**src/rtl/unreg_seq_if.sv**
```systemverilog
// Command/response handshake bundle for the unreg_seq sequencer.
// The master issues commands and takes responses; the slave is the sequencer.
interface unreg_seq_if #(
  parameter int WIDTH = 16,
  parameter int CNTW  = 4
);
  logic             cmd_valid;
  logic             cmd_ready;
  logic [1:0]       cmd_op;
  logic [CNTW-1:0]  cmd_amt;
  logic [WIDTH-1:0] cmd_data;
  logic             rsp_valid;
  logic             rsp_ready;
  logic [WIDTH-1:0] rsp_data;

  modport master (
    output cmd_valid, cmd_op, cmd_amt, cmd_data, rsp_ready,
    input  cmd_ready, rsp_valid, rsp_data
  );

  modport slave (
    input  cmd_valid, cmd_op, cmd_amt, cmd_data, rsp_ready,
    output cmd_ready, rsp_valid, rsp_data
  );
endinterface

```
**src/rtl/unreg_seq.sv**
```systemverilog
// Command-driven sequencer around a universal load/shift/rotate register:
// accepts one command, steps the register one bit per cycle, returns the result.
module unreg_seq #(
  parameter int WIDTH = 16,
  parameter int CNTW  = 4
) (
  input  logic       clk,
  input  logic       rst_n,
  input  logic       clear,
  input  logic       ser_in,
  unreg_seq_if.slave bus,
  output logic [1:0] mode,
  output logic       busy
);

  typedef enum logic [1:0] {
    IDLE = 2'd0,
    RUN  = 2'd1,
    DONE = 2'd2
  } state_t;

  localparam logic [1:0] OP_LOAD = 2'b00;
  localparam logic [1:0] OP_SHL  = 2'b01;
  localparam logic [1:0] OP_SHR  = 2'b10;
  localparam logic [1:0] OP_ROL  = 2'b11;

  state_t           state, state_nx;
  logic [WIDTH-1:0] q;
  logic [CNTW-1:0]  cnt;
  logic [1:0]       op_r;
  logic             accept;
  logic             last_step;

  // clear suppresses acceptance in the same cycle, so it also masks cmd_ready
  assign bus.cmd_ready = (state == IDLE) && !clear;
  assign bus.rsp_valid = (state == DONE);
  assign bus.rsp_data  = q;
  assign busy          = (state != IDLE);
  assign accept        = bus.cmd_valid && bus.cmd_ready;
  assign last_step     = (cnt == CNTW'(1));

  // NOTE: every always_comb output gets a default first, so no path infers a latch.
  always_comb begin
    state_nx = state;
    mode     = 2'b00;
    case (state)
      IDLE: begin
        if (accept) begin
          if (bus.cmd_op == OP_LOAD) begin
            state_nx = DONE;
            mode     = 2'b11;
          end else if (bus.cmd_amt == '0) begin
            state_nx = DONE;
          end else begin
            state_nx = RUN;
          end
        end
      end
      RUN: begin
        mode = op_r;
        if (last_step) state_nx = DONE;
      end
      DONE: begin
        if (bus.rsp_ready) state_nx = IDLE;
      end
      default: state_nx = IDLE;
    endcase
    if (clear) state_nx = IDLE;
  end

  // NOTE: sequential state uses non-blocking assignments so all registers update together.
  always_ff @(posedge clk or negedge rst_n) begin
    if (!rst_n) state <= IDLE;
    else        state <= state_nx;
  end

  always_ff @(posedge clk or negedge rst_n) begin
    if (!rst_n) begin
      q    <= '0;
      cnt  <= '0;
      op_r <= OP_LOAD;
    end else if (clear) begin
      q   <= '0;
      cnt <= '0;
    end else begin
      case (state)
        IDLE: begin
          if (accept) begin
            if (bus.cmd_op == OP_LOAD) begin
              q <= bus.cmd_data;
            end else if (bus.cmd_amt != '0) begin
              cnt  <= bus.cmd_amt;
              op_r <= bus.cmd_op;
            end
          end
        end
        RUN: begin
          cnt <= cnt - CNTW'(1);
          case (op_r)
            OP_SHL:  q <= {q[WIDTH-2:0], ser_in};
            OP_SHR:  q <= {ser_in, q[WIDTH-1:1]};
            OP_ROL:  q <= {q[WIDTH-2:0], q[WIDTH-1]};
            default: q <= q;
          endcase
        end
        default: ;
      endcase
    end
  end

endmodule

```
**src/flat_wrapper.sv**
```systemverilog
// flat-port wrapper written by rule: the top's interface ports become plain ports
module unreg_seq_flat 
#(
  parameter int WIDTH = 16,
  parameter int CNTW  = 4
)
  (clk, rst_n, clear, ser_in, mode, busy, bus_cmd_valid, bus_cmd_op, bus_cmd_amt, bus_cmd_data, bus_rsp_ready, bus_cmd_ready, bus_rsp_valid, bus_rsp_data);
  unreg_seq_if #(.WIDTH(WIDTH), .CNTW(CNTW)) bus_i ();
  input  logic clk;
  input  logic rst_n;
  input  logic clear;
  input  logic ser_in;
  output logic [1:0] mode;
  output logic busy;
  input wire logic [$bits(bus_i.cmd_valid)-1:0] bus_cmd_valid;
  input wire logic [$bits(bus_i.cmd_op)-1:0] bus_cmd_op;
  input wire logic [$bits(bus_i.cmd_amt)-1:0] bus_cmd_amt;
  input wire logic [$bits(bus_i.cmd_data)-1:0] bus_cmd_data;
  input wire logic [$bits(bus_i.rsp_ready)-1:0] bus_rsp_ready;
  output wire logic [$bits(bus_i.cmd_ready)-1:0] bus_cmd_ready;
  output wire logic [$bits(bus_i.rsp_valid)-1:0] bus_rsp_valid;
  output wire logic [$bits(bus_i.rsp_data)-1:0] bus_rsp_data;
  assign bus_i.cmd_valid = bus_cmd_valid;
  assign bus_i.cmd_op = bus_cmd_op;
  assign bus_i.cmd_amt = bus_cmd_amt;
  assign bus_i.cmd_data = bus_cmd_data;
  assign bus_i.rsp_ready = bus_rsp_ready;
  assign bus_cmd_ready = bus_i.cmd_ready;
  assign bus_rsp_valid = bus_i.rsp_valid;
  assign bus_rsp_data = bus_i.rsp_data;
  unreg_seq #(.WIDTH(WIDTH), .CNTW(CNTW)) u_core (.clk(clk), .rst_n(rst_n), .clear(clear), .ser_in(ser_in), .bus(bus_i), .mode(mode), .busy(busy));
endmodule
```
**config.mk**
```make
export PLATFORM = sky130hd
export DESIGN_NAME = unreg_seq_flat
export DESIGN_NICKNAME = d
export VERILOG_FILES = /design/src/rtl/unreg_seq_if.sv /design/src/rtl/unreg_seq.sv /design/src/flat_wrapper.sv
export SDC_FILE = /design/constraint.sdc
export NUM_CORES = 1
export LEC_CHECK = 0
export ABC_AREA = 1
export CORE_MARGIN = 2
export CORE_UTILIZATION = 43
export DETAILED_ROUTE_END_ITERATION = 6
export GPL_TIMING_DRIVEN = 0
export PLACE_DENSITY = 0.84
export SYNTH_ARGS = -nofsm -noshare
export SYNTH_HDL_FRONTEND = slang
export SYNTH_SLANG_ARGS = --single-unit
```
**constraint.sdc**
```tcl
create_clock -name clk -period 1.3 [get_ports clk]
set_input_delay 0.13 -clock clk [delete_from_list [all_inputs] [get_ports clk]]
set_output_delay 0.13 -clock clk [all_outputs]
set_load 0.005 [all_outputs]
```
==> results of run 1 <==
## registers in the layout (all words and copies together) (netlist names)
name,flops
u_core.bus.rsp_data,16
u_core.state,2
u_core.cnt,4
u_core.op_r,2
## power breakdown
group          switching [uW]  total, uW  internal (uW)
clock network             245        453            208
registers                 147       1090            943
logic                    1240       2530           1300
total                    1630       4080           2450
## how the worst max path moves through the flow
stage	startpoint	end	slack [ns]	depth (start not counted)
after floorplan	u_core.op_r[0]	u_core.bus.rsp_data[10]	-0.04	11
after global placement	clear	mode[0]	-0.53	5
final	u_core.op_r[1]	u_core.bus.rsp_data[4]	-0.20	10
after CTS	u_core.op_r[1]	u_core.bus.rsp_data[11]	-0.16	10
after global routing	u_core.op_r[1]	u_core.bus.rsp_data[1]	-0.29	10
after detailed placement	clear	mode[0]	-0.53	5
## placed cells by master, fill, tap and decap left out
master,Yosys,final
dfrtp_2,0,2
nand3_2,1,3
nand2_1,179,157
buf_12,0,4
inv_2,5,7
xnor2_1,1,1
inv_4,0,2
buf_2,2,3
clkdlybuf4s50_1,0,37
clkbuf_8,0,3
buf_4,0,29
clkbuf_16,0,2
buf_6,4,13
o21ai_1,0,4
a21oi_2,0,1
o22ai_1,1,1
nor2_1,14,11
ha_2,0,1
dlygate4sd2_1,0,3
ha_4,0,1
ha_1,4,2
o21ai_0,6,2
nand2_4,1,7
nand2_2,6,22
a21boi_0,2,1
buf_8,0,1
a21boi_2,0,1
dfrtp_1,24,22
clkbuf_4,0,1
dlymetal6s2s_1,0,4
inv_1,16,12
nand3_1,5,3
nor2_2,3,1
nor2_4,2,7
## per-stage QoR
stage / cell area, sq um / power [uW] / TNS (ns)
after global placement: 2260 / 2660 / -11.44
after detailed placement: 2260 / 2710 / -12.91
final: 2880 / 4080 / -3.17
after CTS: 2590 / 3580 / -2.46
after floorplan: 1720 / 2060 / -0.365
after global routing: 2880 / 4320 / -4.69
## per-layer routing
metal  share of wire [%]  global-route usage (%)  routed length, um
met1                  37                    27.0               2230
met2                  52                    43.5               3130
met3                 6.8                    2.53                409
met4                 4.8                    9.95                288
met5                   0                       0                  0
## cell families (layout without fill, tap and decap cells)
| family | after synthesis | count (layout) | share of synthesized area [%] |
|---|---|---|---|
| buf+inv | 28 | 121 | 8.08 |
| fa+ha+maj | 4 | 4 | 2.94 |
| compound gates | 10 | 10 | 3.31 |
| flops | 24 | 24 | 35.3 |
| xor+xnor | 1 | 1 | 0.514 |
| simple gates | 211 | 211 | 49.9 |
## cell type report
class	instances	area share, %
plain buffers	7	2.74
flip-flops and latches	24	20.9
clock buffers	3	1.43
multi-input cells	226	38.7
repair buffers	90	31.2
inverters	21	2.91
well taps	48	2.08
## critical path, stage by stage (launching register included)
cell,delay (ns)
dfrtp_2,0.45
ha_4,0.27
inv_2,0.03
nor2_2,0.10
nand3_2,0.09
nand2_4,0.08
inv_2,0.04
nand2_4,0.10
buf_12,0.14
nand2_1,0.08
nand2_1,0.06
## timing repair
action,4_1_cts,5_1_grt
buffers inserted,28,11
pin swaps,4,18
gates resized for setup,34,55
setup endpoints to repair,42,31
cloned,0,3
==> flow_metrics.env, run 1 <==
export IMPL_run_status="complete, but fails checks"
export IMPL_violations="setup timing"
export IMPL_number_of_enable_flip_flop_cells_after_synthesis=0
export IMPL_antenna_violations_before_repair=0
export IMPL_post_synth_most_frequent_cells="nand2_1 (179), dfrtp_1 (24), inv_1 (16), nor2_1 (14)"
export IMPL_root_buffer="clkbuf_8"
export IMPL_final_setup_worst_slack_ns=-0.204
export IMPL_port_buffers=48
export IMPL_drt_pre_antenna_iters=6
export IMPL_place_hpwl_mm=3.13
export IMPL_postSynthCellCount=278
export IMPL_cts_buffer_depth=2
export IMPL_tightestPinTransition_ns=1.13
export IMPL_floorplan_die_width_um=66.9
export IMPL_min_period_ns=1.50
export IMPL_critical_path_max_fanout=6
export IMPL_drv_max_cap_violation_count=0
export IMPL_floorplan_die_area_sq_um=4480
export IMPL_storage_cell_area_sq_um=603
export IMPL_grtUsageTotal_pct=23.5
export IMPL_htree_num_levels=1
export IMPL_slew_headroom_pct=24.9
export IMPL_post_drt_wl_per_cell_um=14.5
export IMPL_finalSetupViolCount=23
export IMPL_synth_seq_area_share_pct=35.3
export IMPL_critical_path_startpoint_type="flop"
export IMPL_drt_antenna_violating_nets=0
export IMPL_r2r_setup_slack_ns=-0.20
export IMPL_synth_lib_cells_used_distinct=20
export IMPL_std_cell_rows=22
export IMPL_yosys_area_top_type="nand2_1"
export IMPL_rr_worst_depth=10
export IMPL_post_synth_main_area_contributors="nand2_1 (39%), dfrtp_1 (35%), inv_1 (3.5%), nor2_1 (3.1%), ha_1 (2.9%)"
export IMPL_core_area_sq_um=3740
export IMPL_synth_top_cell_area_share_pct=39.5
export IMPL_rsz0062_at_grt="true"
export IMPL_ff_latch_count_synth=24
export IMPL_critical_path_reg2reg_startpoint="u_core.op_r[1]"
export IMPL_post_route_utilization_pct=77.0
export IMPL_critical_path_arrival_ns=1.72
export IMPL_r2r_end="u_core.bus.rsp_data[4]"
export IMPL_global_route_wire_length_before_repair_mm=7.99
export IMPL_num_nets_final=405
export IMPL_holdCritPathClass="in -> async"
export IMPL_clkSlewWorstSetupHoldPaths_ns=0.08
export IMPL_cell_with_the_most_instances_after_synthesis="nand2_1"
export IMPL_cellPowerDensity_nw_per_um2=1420
export IMPL_drt_iter0_markers=213
export IMPL_synth_async_sr_flop_share_pct=100
export IMPL_mappedNetlistNets=310
export IMPL_grt_ovfl_total=0
export IMPL_maxClockFrequency_mhz=665
export IMPL_cts_hold_buf=0
export IMPL_cts_made_buffers=3
export IMPL_synthesis_yosys_warnings=0
export IMPL_multi_input_area_sq_um=1110
export IMPL_setup_clock_skew_after_layout_ns=0.00138
export IMPL_routed_wl_mm=6.06
export IMPL_clock_sinks=24
export IMPL_drt_vias_per_instance=5.17
export IMPL_gp_congestion=0.855
export IMPL_total_leakage_power_uw=0.00161
export IMPL_detail_route_drc_violations=0
export IMPL_post_route_cells_drive_above_1_share_pct=29.9
export IMPL_pre_cts_ws_ns=-0.530
export IMPL_syn_mean_instance_area_sq_um=6.13
export IMPL_inst_count_dp=374
export IMPL_finalMaxSlewViolations=0
export IMPL_finish_cell_count_without_fillers=419
export IMPL_dieHeight_um=66.9
export IMPL_area_grow_syn2layout_pct=69.2
export IMPL_clkLatencyLatePin_ns=0.27
export IMPL_fillers=253
export IMPL_timing_hold_violations_final=0
export IMPL_initial_core_util_pct=45.5
export IMPL_yosys_most_used_dff="dfrtp_1"
export IMPL_diodes=0
export IMPL_top_level_ports=49
export IMPL_cts_tree="built"
export IMPL_routed_via_count=2166
export IMPL_worst_ep_required_time_ns=1.51
export IMPL_worst_hold_slack_ns=0.192
export IMPL_maximum_number_of_pins_on_one_net_before_global_route_repair=25
export IMPL_synth_cell_area_sq_um=1700
export IMPL_setup_worst_path_end_class="flop"
export IMPL_critical_path_class="reg -> reg"
export IMPL_final_min_period_over_clock_period_pct=116
export IMPL_number_of_global_route_vias_before_repair=1848
export IMPL_power_ir_vdd_worst_mv=0.787
(Power assumes the default switching activity.)
==> run 2, diff against run 1 <==
- CORE_ASPECT_RATIO: not set -> 0.8
- CORE_UTILIZATION: 43 -> 51
- PLACE_DENSITY: 0.84 -> 0.93
- clock period: 1.3 -> 1.95 ns (I/O delays scaled with it)
==> flow_metrics.env, run 2 (synthesis results as in run 1) <==
export IMPL_run_status="finished, final reports clean"
export IMPL_std_cell_rows=18
export IMPL_finish_cell_count_without_fillers=373
export IMPL_pre_cts_ws_ns=-0.0607
export IMPL_clock_sinks=24
export IMPL_htree_num_levels=1
export IMPL_final_setup_worst_slack_ns=0.234
export IMPL_drt_vias_per_instance=4.97
export IMPL_area_grow_syn2layout_pct=37.0
export IMPL_final_setup_tns_ns=0
export IMPL_met3_wirelength_um=270
export IMPL_max_stage_delay_ns=0.52
export IMPL_root_buffer="clkbuf_8"
export IMPL_core_area_sq_um=3130
export IMPL_timing_hold_violations_final=0
export IMPL_gp_congestion=0.831
export IMPL_finalMaxSlewViolations=0
export IMPL_drt_iter0_markers=106
export IMPL_cts_tree="built"
export IMPL_critical_path_reg2reg_startpoint="u_core.op_r[0]"
export IMPL_r2r_setup_slack_ns=0.25
export IMPL_grtUsageTotal_pct=25.3
export IMPL_post_route_cells_drive_above_1_share_pct=9.61
export IMPL_floorplan_die_area_sq_um=3820
export IMPL_maximum_number_of_pins_on_one_net_before_global_route_repair=25
export IMPL_place_hpwl_mm=3.28
export IMPL_post_drt_wl_per_cell_um=12.2
export IMPL_critical_path_max_fanout=6
export IMPL_worst_setup_startpoint="u_core.state[0]"
export IMPL_layout_common_cells="nand2_1 (179), clkdlybuf4s50_1 (45), dfrtp_1 (23)"
export IMPL_tightestPinTransition_ns=1.15
export IMPL_cts_made_buffers=3
export IMPL_wl_met2_mm=2.27
export IMPL_clkLatencyLatePin_ns=0.28
export IMPL_critical_path_class="reg -> out"
export IMPL_rsz0062_at_grt="false"
export IMPL_cp_cell_sequence="buf_4, nor2_1, clkdlybuf4s50_1"
export IMPL_cp_slowest_cell="clkdlybuf4s50_1"
export IMPL_slew_headroom_pct=23.3
export IMPL_wl_met1_mm=1.97
export IMPL_post_route_utilization_pct=74.5
export IMPL_maxClockFrequency_mhz=583
export IMPL_setup_worst_path_end_class="primary output"
export IMPL_routed_via_count=1852
export IMPL_drt_pre_antenna_iters=4
export IMPL_holdCritPathClass="in -> async"
export IMPL_finalSetupViolCount=0
export IMPL_num_nets_final=366
export IMPL_number_of_flip_flops_in_the_largest_register=16
export IMPL_place_area_sq_um=2230
export IMPL_power_ir_vdd_worst_mv=0.587
export IMPL_drv_max_cap_violation_count=0
export IMPL_global_route_wire_length_before_repair_mm=7.52
export IMPL_cts_buffer_depth=2
export IMPL_postLayoutCellArea_sq_um=2330
export IMPL_floorplan_die_width_um=68.6
export IMPL_total_leakage_power_uw=0.00130
export IMPL_drt_antenna_violating_nets=0
export IMPL_critical_path_arrival_ns=1.52
export IMPL_diodes=0
export IMPL_routed_wl_mm=4.56
export IMPL_top_level_ports=49
export IMPL_rr_worst_depth=10
export IMPL_antenna_violations_before_repair=0
export IMPL_initial_core_util_pct=54.4
export IMPL_inst_count_dp=366
export IMPL_r2r_end="u_core.bus.rsp_data[8]"
export IMPL_final_common_cell="nand2_1"
export IMPL_setup_clock_skew_after_layout_ns=0.0117
export IMPL_dieHeight_um=55.7
export IMPL_final_min_period_over_clock_period_pct=88.0
export IMPL_clkSlewWorstSetupHoldPaths_ns=0.10
export IMPL_grt_ovfl_total=0
export IMPL_critical_path_startpoint_type="flop"
export IMPL_number_of_global_route_vias_before_repair=1775
export IMPL_detail_route_drc_violations=0
export IMPL_cellPowerDensity_nw_per_um2=971
export IMPL_port_buffers=48
export IMPL_worst_ep_required_time_ns=1.75
export IMPL_min_period_ns=1.72
export IMPL_topRoutingLayerUsed="met4"
## run 2: cell types whose count changed in the layout (fill, tap and decap cells not counted), sizes merged
cell	change
clkdlybuf4s50	+8
dlymetal6s2s	-3
clkbuf	-2
dlygate4sd2	-1
bufinv	+1
buf	-41
## run 2: worst max path at each step
| stage | endpoint | cells past startpoint |
|---|---|---|
| floorplan | u_core.bus.rsp_data[10] | 11 |
| global placement | mode[1] | 5 |
| detailed placement | mode[1] | 5 |
| CTS | mode[0] | 6 |
| global route | u_core.bus.rsp_data[14] | 10 |
| finish | bus_rsp_valid | 3 |
## run 2: report_power, final
| group | internal, uW | switching [uW] |
|---|---|---|
| combinational | 490 | 559 |
| clock | 275 | 182 |
| sequential | 627 | 133 |
## run 2: cell type report
type                            count  area, sq um
Fill cell                         257          797
Multi-Input combinational cell    226          970
Clock buffer                        3         41.3
Sequential cell                    24          602
Timing Repair Buffer               51          503
Buffer                              7         58.8
Clock inverter                      1         30.0
Tap cell                           40         50.0
Inverter                           21         78.8
## run 2: metal layers
layer  track usage, %  up-vias
met5                0        -
met4             8.57        0
met3             5.87        7
met2             41.9       54
met1             31.7      849
li1                 -      942
## run 2: what timing repair did
| action | in CTS | in global routing |
|---|---|---|
| resized for setup | 4 | 1 |
| endpoints found under the setup margin | 2 | 1 |
| endpoints found under the hold margin | 0 | 0 |
| buffers inserted | 2 | 1 |
| pin swaps | 0 | 1 |
| hold buffers | 0 | 0 |
## run 2: per-stage QoR
step / total power, uW / hold WS, ns
2_1_floorplan: 1340 / -0.101
3_3_place_gp: 1750 / 0.504
3_5_place_dp: 1780 / 0.508
4_1_cts: 2250 / 0.529
5_1_grt: 2440 / 0.541
6_report: 2270 / 0.516
## run 2: critical path: cells and delay by family, from the launching register on
family / cells / cell delay (ns)
buffers and inverters: 2 / 0.69
flip-flops: 1 / 0.42
AND/OR/NAND/NOR: 1 / 0.14
==> run 3, diff against run 2 <==
- HOLD_SLACK_MARGIN: not set -> 0.02
- PLACE_DENSITY: 0.93 -> 0.85
==> flow_metrics.env, run 3 (synthesis results as in run 1) <==
export IMPL_port_buffers=48
export IMPL_inst_count_dp=366
export IMPL_swShare_pct=39.7
export IMPL_drt_pre_antenna_iters=4
export IMPL_part_of_the_total_power_dissipated_in_combinational_logic_pct=48.6
export IMPL_hold_path_cell_count=3
export IMPL_total_leakage_power_uw=0.00131
export IMPL_clkSlewWorstSetupHoldPaths_ns=0.09
export IMPL_power_ir_vdd_worst_mv=0.584
export IMPL_fillers=264
export IMPL_critical_path_max_fanout=5
export IMPL_run_status="finished, final reports clean"
export IMPL_num_nets_final=366
export IMPL_maxClockFrequency_mhz=571
export IMPL_initial_core_util_pct=54.4
export IMPL_layout_common_cells="nand2_1 (179), clkdlybuf4s50_1 (46), dfrtp_1 (23)"
export IMPL_netSwitchingPower_uw=858
export IMPL_final_min_period_over_clock_period_pct=89.9
export IMPL_power_frac_clock_pct=16.0
export IMPL_rr_worst_depth=10
export IMPL_final_setup_tns_ns=0
export IMPL_finish_cell_count_without_fillers=373
export IMPL_global_route_wire_length_before_repair_mm=7.29
export IMPL_critical_path_arrival_ns=1.56
export IMPL_tightestPinTransition_ns=1.12
export IMPL_post_route_cells_drive_above_1_share_pct=9.91
export IMPL_critical_path_class="reg -> out"
export IMPL_diodes=0
export IMPL_root_buffer="clkbuf_8"
export IMPL_htree_num_levels=1
export IMPL_floorplan_die_width_um=68.6
export IMPL_worst_ep_required_time_ns=1.75
export IMPL_clkLatencyLatePin_ns=0.27
export IMPL_top_level_ports=49
export IMPL_gp_congestion=0.897
export IMPL_setup_clock_skew_after_layout_ns=0.00826
export IMPL_number_of_global_route_vias_before_repair=1634
export IMPL_final_common_cell="nand2_1"
export IMPL_hp_start="bus_cmd_op[0]"
export IMPL_drv_max_cap_violation_count=0
export IMPL_antenna_violations_before_repair=0
export IMPL_p_int_uw=1300
export IMPL_critical_path_startpoint_type="flop"
export IMPL_cts_tree="built"
export IMPL_grtUsageTotal_pct=24.3
export IMPL_maximum_number_of_pins_on_one_net_before_global_route_repair=25
export IMPL_post_route_utilization_pct=74.3
export IMPL_drt_antenna_violating_nets=0
export IMPL_drt_vias_per_instance=4.94
export IMPL_cts_buffer_depth=2
export IMPL_rsz0062_at_grt="false"
export IMPL_min_period_ns=1.75
export IMPL_slew_headroom_pct=25.0
export IMPL_cts_made_buffers=3
export IMPL_r2r_setup_slack_ns=0.22
export IMPL_area_grow_syn2layout_pct=36.7
export IMPL_detail_route_drc_violations=0
export IMPL_place_hpwl_mm=3.26
export IMPL_drt_iter0_markers=135
export IMPL_holdCritPathClass="in -> reg"
export IMPL_routed_wl_mm=4.46
export IMPL_grt_ovfl_total=0
export IMPL_r2r_end="u_core.bus.rsp_data[14]"
export IMPL_number_of_flip_flops_in_the_largest_register=16
export IMPL_finalMaxSlewViolations=0
export IMPL_timing_hold_violations_final=0
export IMPL_routed_via_count=1841
export IMPL_std_cell_rows=18
export IMPL_core_area_sq_um=3130
export IMPL_clock_sinks=24
export IMPL_post_drt_wl_per_cell_um=11.9
export IMPL_setup_worst_path_end_class="primary output"
export IMPL_critical_path_reg2reg_startpoint="u_core.op_r[0]"
export IMPL_cts_hold_buf=0
export IMPL_hold_path_end="u_core.op_r[0]"
export IMPL_cellPowerDensity_nw_per_um2=928
export IMPL_p_seq_share_pct=35.4
export IMPL_fin_total_pwr_uw=2160
export IMPL_worst_hold_slack_ns=0.500
export IMPL_worst_setup_startpoint="u_core.state[1]"
export IMPL_dieHeight_um=55.7
export IMPL_floorplan_die_area_sq_um=3820
export IMPL_finalSetupViolCount=0
-- run 3: cell types whose count changed in the layout (fill, tap and decap cells not counted) --
cell | previous run | this run
dlygate4sd2_1 | 2 | 0
bufinv_16 | 1 | 0
clkbuf_8 | 3 | 4
clkdlybuf4s50_1 | 45 | 46
dlymetal6s2s_1 | 1 | 2
nand3_1 | 5 | 4
nand3_2 | 1 | 2
-- run 3: stage by stage --
stage / worst slack [ns] / instance area [sq um]
2_1_floorplan: 0.550 / 1700
4_1_cts: 0.00534 / 2310
6_report: 0.197 / 2330
3_5_place_dp: -0.0244 / 2230
5_1_grt: 0.0391 / 2330
3_3_place_gp: 0.00860 / 2230
-- run 3: how the worst max path moves through the flow --
stage	end	slack, ns
finish	bus_cmd_ready	0.20
global route	u_core.bus.rsp_data[11]	0.04
CTS	mode[0]	0.005
detailed placement	mode[0]	-0.02
global placement	mode[1]	0.009
floorplan	u_core.bus.rsp_data[10]	0.55
-- run 3: worst max-delay path, stage by stage (launching register included) --
cell and delay [ns]:
dfrtp_1 0.41, inv_2 0.08, nand2_1 0.11, nor2_4 0.17, clkdlybuf4s50_1 0.52
-- run 3: final cells by class --
cell class,count,area (sq um),share of cell area (%)
Tap cell,40,50.0,2.15
Clock buffer,4,55.1,2.37
Inverter,21,78.8,3.39
Timing Repair Buffer,51,508,21.8
Sequential cell,24,602,25.9
Buffer,7,58.8,2.53
Multi-Input combinational cell,226,975,41.9
-- run 3: what timing repair did --
item,4_1_cts,5_1_grt
endpoints found under the setup margin,2,2
buffers inserted,2,1
pin swaps,0,1
cloned,0,0
resized for setup,2,3
endpoints found under the hold margin,0,0
-- run 3: metal layers --
layer  part of all wire (%)  GRT usage [%]
met3                    6.3           4.86
met5                      0              0
met1                     47           35.3
met4                   0.38           4.57
met2                     46           37.4
-- run 3: power by group through the flow --
stage          Clock (uW)  Sequential [uW]  Combinational [uW]
2_1_floorplan           0              756                 588
3_3_place_gp            0              776                 985
3_5_place_dp            0              779                1010
4_1_cts               351              761                1040
5_1_grt               361              781                1180
6_report              346              764                1050
